--- src/rtl/rf_wb_scheduler.sv ---
// Register-file write-port scheduler: arbitrates pipeline writeback against
// out-of-order long-latency results, tracks pending destinations, bounds MDU starvation.
module rf_wb_scheduler #(
    parameter int WIDTH    = 32,
    parameter int NREG     = 32,
    parameter int MAX_WAIT = 4
) (
    input  logic                     clk,
    input  logic                     reset,
    input  logic                     pipe_wr_en,
    input  logic [$clog2(NREG)-1:0]  pipe_addr,
    input  logic [WIDTH-1:0]         pipe_data,
    input  logic                     mdu_valid,
    input  logic [$clog2(NREG)-1:0]  mdu_addr,
    input  logic [WIDTH-1:0]         mdu_data,
    output logic                     mdu_ready,
    input  logic                     issue_valid,
    input  logic [$clog2(NREG)-1:0]  issue_rd,
    input  logic [$clog2(NREG)-1:0]  dec_rs1,
    input  logic [$clog2(NREG)-1:0]  dec_rs2,
    input  logic [$clog2(NREG)-1:0]  dec_rd,
    input  logic                     dec_rs1_used,
    input  logic                     dec_rs2_used,
    input  logic                     dec_rd_used,
    output logic                     hazard_stall,
    output logic                     pipe_hold,
    output logic                     rf_wr_en,
    output logic [$clog2(NREG)-1:0]  rf_addr,
    output logic [WIDTH-1:0]         rf_data
);

    localparam int AW = $clog2(NREG);
    localparam int CW = 4;
    localparam logic [CW-1:0] WAIT_LIMIT = CW'(MAX_WAIT);

    logic [NREG-1:0] pending_q;
    logic [NREG-1:0] pending_d;
    logic [CW-1:0]   wait_cnt_q;
    logic [CW-1:0]   wait_cnt_d;

    logic sel_pipe;
    logic sel_mdu;
    logic set_en;
    logic clr_en;

    // Write-port arbitration; every output is forced low while reset is held.
    always_comb begin
        pipe_hold = 1'b0;
        sel_pipe  = 1'b0;
        sel_mdu   = 1'b0;
        mdu_ready = 1'b0;
        rf_wr_en  = 1'b0;
        rf_addr   = '0;
        rf_data   = '0;
        if (reset) begin
            pipe_hold = mdu_valid && (wait_cnt_q == WAIT_LIMIT);
            if (pipe_hold) begin
                sel_mdu = 1'b1;
            end else if (pipe_wr_en) begin
                sel_pipe = 1'b1;
            end else if (mdu_valid) begin
                sel_mdu = 1'b1;
            end
            if (sel_pipe) begin
                rf_addr  = pipe_addr;
                rf_data  = pipe_data;
                rf_wr_en = (pipe_addr != '0);
            end else if (sel_mdu) begin
                mdu_ready = mdu_valid;
                rf_addr   = mdu_addr;
                rf_data   = mdu_data;
                rf_wr_en  = mdu_valid && (mdu_addr != '0);
            end
        end
    end

    // Consecutive-refusal counter; saturates so pipe_hold stays up until the MDU retires.
    always_comb begin
        wait_cnt_d = '0;
        if (mdu_valid && !mdu_ready) begin
            if (wait_cnt_q == WAIT_LIMIT) begin
                wait_cnt_d = wait_cnt_q;
            end else begin
                wait_cnt_d = wait_cnt_q + 1'b1;
            end
        end
    end

    // Set is applied after clear so a same-cycle reissue keeps the register pending.
    always_comb begin
        set_en    = issue_valid && (issue_rd != '0);
        clr_en    = mdu_valid && mdu_ready && (mdu_addr != '0);
        pending_d = pending_q;
        if (clr_en) begin
            pending_d[mdu_addr] = 1'b0;
        end
        if (set_en) begin
            pending_d[issue_rd] = 1'b1;
        end
    end

    always_comb begin
        hazard_stall = (dec_rs1_used && pending_q[dec_rs1])
                     | (dec_rs2_used && pending_q[dec_rs2])
                     | (dec_rd_used  && pending_q[dec_rd]);
    end

    always_ff @(posedge clk or negedge reset) begin
        if (!reset) begin
            pending_q  <= '0;
            wait_cnt_q <= '0;
        end else begin
            pending_q  <= pending_d;
            wait_cnt_q <= wait_cnt_d;
        end
    end

endmodule

--- config.mk ---
export PLATFORM = sky130hd
export DESIGN_NAME = rf_wb_scheduler
export DESIGN_NICKNAME = d
export VERILOG_FILES = /design/src/rtl/rf_wb_scheduler.sv
export SDC_FILE = /design/constraint.sdc
export NUM_CORES = 1
export LEC_CHECK = 0
export ABC_AREA = 1
export CAP_MARGIN = 20
export CORE_MARGIN = 2
export CORE_UTILIZATION = 40
export DETAILED_ROUTE_END_ITERATION = 12
export PLACE_DENSITY = 0.74
export SLEW_MARGIN = 5
export SYNTH_ARGS = -nofsm -noshare
export SYNTH_HDL_FRONTEND = slang
export SYNTH_SLANG_ARGS = --single-unit
--- constraint.sdc ---
create_clock -name clk -period 2.2 [get_ports clk]
set_input_delay 0.55 -clock clk [delete_from_list [all_inputs] [get_ports clk]]
set_output_delay 0.55 -clock clk [all_outputs]
set_load 0.02 [all_outputs]
==> impl_metrics.ini <==
[run_status]
run_status = finished with violations
failed_checks = setup timing

[floorplan]
die_w_microns = 93.0
core_area_sq_um = 7690
die-area_sq_um = 8650
rows = 32
initial_utilization_pct = 41.2
design.portCount = 143
fp.dieH_microns = 93.0

[cells_and_area]
layout-drive-gt1-share_pct = 26.2
post_layout_nonfiller_instances = 811
regArea_sq_um = 903
antenna_cells = 0
layout.nets = 813
multiInputGateArea_sq_um = 2260
mostFrequentLayoutCell = sky130_fd_sc_hd__nand2_1
synthToLayoutAreaGrowth_pct = 74.5
mostFrequentLayoutCells = sky130_fd_sc_hd__nand2_1 (189), sky130_fd_sc_hd__clkdlybuf4s50_1 (88), sky130_fd_sc_hd__nand3_1 (81), sky130_fd_sc_hd__buf_4 (65), sky130_fd_sc_hd__o21ai_0 (49)
final.fill_count = 621

[timing]
worstMarginPinSlew_ns = 0.465
final.hold.worst_slack_ns = 0.508
slew_headroom_pct = 69.0
timing.setup.tns_ns = -7.85
max_frequency_mhz = 403
clock_skew_ns = 0.00394
layout_worst_path_cycle_share_pct = 113
final_setup_violation_count = 40
final.setup.worst_slack_ns = -0.282
setup_repair_after_global_routing_missed_its_margin = yes
hold_viol_final = 0
maxSlewViolCount = 0
finalWorstPathRequiredPeriod_ns = 2.48

[global_route]
grt_usage_pct = 30.1
pin_count_of_the_biggest_net_entering_global_routing = 38
grt-ovfl-total = 0
grt_antenna_before_repair = 0
first_global_vias = 4203
grt_pass1_wl_mm = 20.8

[setup_path]
crit_buf_inv = 4
timing.critical_path.fanout_max = 4
largest_stage_delay_worst_path_ns = 0.36
worst_path_cell_chain = inv_2 -> ha_4 -> nand3b_1 -> buf_4 -> nor2_2 -> inv_2 -> nand2_4 -> or2_1 -> o31a_1 -> buf_6
cp_data_required_time_ns = 1.65
crit_arrival_ns = 1.93
critical_path.slowest_cell = sky130_fd_sc_hd__dfrtp_1
start_kind = flip-flop
kind_of_cell_adding_the_most_delay_to_the_critical_path = simple AND/OR/NAND/NOR gates
worstSetupPathType = flip-flop to output pin
timing.critical_path.to_type = output pin
critPathMostFrequentCell = sky130_fd_sc_hd__inv_2

[clock_network]
clkSinkCount = 36
cts_tree = yes
cts_max_level = 2
clock-root-buffer = sky130_fd_sc_hd__clkbuf_8
clk_pin_slew_worst_paths_ns = 0.07
clock_insertion_delay_worst_skew_ns = 0.28
number_of_cts_inserted_buffers = 5
maximum_clock_insertion_buffer_count = 2

[place]
detailedPlacementHpwl_mm = 10.1
placedCellCount = 794
place_worst_setup_slack_ns = -0.832
port_buffers = 142
globalplace.congestion = 1.00

[worst_hold_path]
worst_hold_path_class = input pin to asynchronous set/reset pin

[synth]
post_synth_mux_area_share_pct = 0
yosys.area_share.adder_pct = 0.790
yosysSeqAreaShare_pct = 28.4
ys_warn_count = 0
synth.ff_latch_count = 36
synth.avg_cell_area_sq_um = 6.04
yosys.cell_types.count = 28
synthesized_area_fraction_occupied_by_ao_oa_aoi_and_oai_cells_pct = 17.6
synth_fp_nets = 629
synthesis.area_sq_um = 3170
synthesis.instances = 525
combinational_family_with_the_most_area_after_synthesis = simple AND/OR/NAND/NOR gates
synth-xor-area-share_pct = 0.553
simple_gate_share_of_the_synthesized_area_pct = 43.6

[drt]
met1_wirelength_mm = 5.49
highest_layer = met4
vias = 4391
routed-wl-met3_mm = 1.06
dr_wl_met2_mm = 6.81
detailedRoute.firstIterationViolations = 254
ant_nets = 0
route.detailed.vias_per_inst = 5.41
drtPass1Iterations = 5
detailed_route_wl_mm = 13.8
wire_per_inst_microns = 17.0
post-route-drc-count = 0

[run]
maxCapViolCount = 0

[power_and_ir_drop]
irDropWorstVdd_v = 0.000583
power.density_cell_area_nw_per_um2 = 502
leakage_nw = 2.58
fin_total_pwr_mw = 2.78
==> synthesized netlist by cell type <==
library cell,n,area [sq um]
sky130_fd_sc_hd__nand2_2,2,12.5
sky130_fd_sc_hd__ha_1,2,25.0
sky130_fd_sc_hd__nand3_2,1,10.0
sky130_fd_sc_hd__nor2_1,10,37.5
sky130_fd_sc_hd__dfrtp_1,36,901
sky130_fd_sc_hd__buf_2,10,50.1
sky130_fd_sc_hd__o31ai_2,2,25.0
sky130_fd_sc_hd__o32ai_1,3,26.3
sky130_fd_sc_hd__buf_8,1,15.0
sky130_fd_sc_hd__inv_1,29,109
sky130_fd_sc_hd__buf_4,5,37.5
sky130_fd_sc_hd__nand2_1,201,754
sky130_fd_sc_hd__inv_2,5,18.8
sky130_fd_sc_hd__nand3_1,101,505
sky130_fd_sc_hd__nand3b_1,2,15.0
sky130_fd_sc_hd__o21ai_0,80,400
sky130_fd_sc_hd__nor2_8,1,20.0
sky130_fd_sc_hd__o31a_1,1,8.76
sky130_fd_sc_hd__o22ai_1,1,6.26
sky130_fd_sc_hd__clkbuf_1,6,22.5
sky130_fd_sc_hd__o21ai_1,12,60.1
sky130_fd_sc_hd__buf_6,3,33.8
sky130_fd_sc_hd__or2_1,1,6.26
sky130_fd_sc_hd__nor3_1,2,10.0
sky130_fd_sc_hd__o31ai_1,2,15.0
sky130_fd_sc_hd__xor2_1,2,17.5
sky130_fd_sc_hd__nand2_4,1,11.3
sky130_fd_sc_hd__a21oi_1,3,15.0
==> worst reg2reg max path, stage by stage (launching register included) <==
cell,delay (ns)
sky130_fd_sc_hd__dfrtp_1,0.39
sky130_fd_sc_hd__inv_2,0.08
sky130_fd_sc_hd__ha_4,0.12
sky130_fd_sc_hd__nand3b_1,0.13
sky130_fd_sc_hd__nand2_1,0.12
sky130_fd_sc_hd__nand2_2,0.09
sky130_fd_sc_hd__nor2_8,0.15
sky130_fd_sc_hd__buf_6,0.14
sky130_fd_sc_hd__buf_4,0.17
sky130_fd_sc_hd__nand2_1,0.18
sky130_fd_sc_hd__o21ai_0,0.23
sky130_fd_sc_hd__o21ai_0,0.13
==> power by group <==
| part | total [mW] | switching, mW | internal, mW | leakage, nW |
|---|---|---|---|---|
| combinational | 1.19 | 0.602 | 0.590 | 2.10 |
| sequential | 1.08 | 0.274 | 0.808 | 0.428 |
| clock | 0.502 | 0.223 | 0.279 | 0.0503 |
==> final timing paths <==
kind	start	endpoint	slack [ns]	cells after the start
worst max-delay path	wait_cnt_q[1]$_DFFE_PN0P_	rf_wr_en	-0.28	10
worst min-delay path	reset	pending_q[30]$_DFF_PN0_	0.51	3
worst max register to register	wait_cnt_q[1]$_DFFE_PN0P_	pending_q[13]$_DFF_PN0_	0.13	11
worst min register to register	pending_q[0]$_DFF_PN0_	pending_q[0]$_DFF_PN0_	0.53	0
max in group asynchronous	reset	pending_q[1]$_DFF_PN0_	1.34	3
min in group clk	pending_q[0]$_DFF_PN0_	pending_q[0]$_DFF_PN0_	0.53	0
==> metrics by stage <==
stage / area, sq um / utilization (%)
floorplan: 3170 / -
global placement: 4990 / 64.9
detailed placement: 4990 / 64.9
CTS: 5070 / 65.9
global route: 5530 / 71.9
finish: 5530 / 71.9
==> kinds of logic after synthesis <==
kind of cell / Yosys count
buf+inv: 59
flops: 36
fa+ha+maj: 2
simple gates: 322
xor+xnor: 2
compound gates: 104
==> area by class of cell <==
cell class	count	area share [%]
multi-input cells	430	40.9
repair buffers	202	36.0
flip-flops and latches	36	16.3
inverters	34	2.67
well taps	102	2.31
clock buffers	7	1.74
==> layer usage <==
layer  vias to the layer above  GRT usage, %
met3                        36          4.35
li1                       2127             -
met1                      2008          40.0
met5                         -             0
met2                       220          50.7
met4                         0          9.07
==> what timing repair did <==
action                                  4_1_cts  5_1_grt
resized for setup                           269      142
pin swaps                                     1       22
hold buffers                                  0        0
cloned                                        0        4
setup buffers                                 2        4
endpoints found under the setup margin       41       53
==> state kept, by name (all words and copies together) (netlist names) <==
name        cells
pending_q      32
wait_cnt_q      4
(Power assumes the default switching activity.)
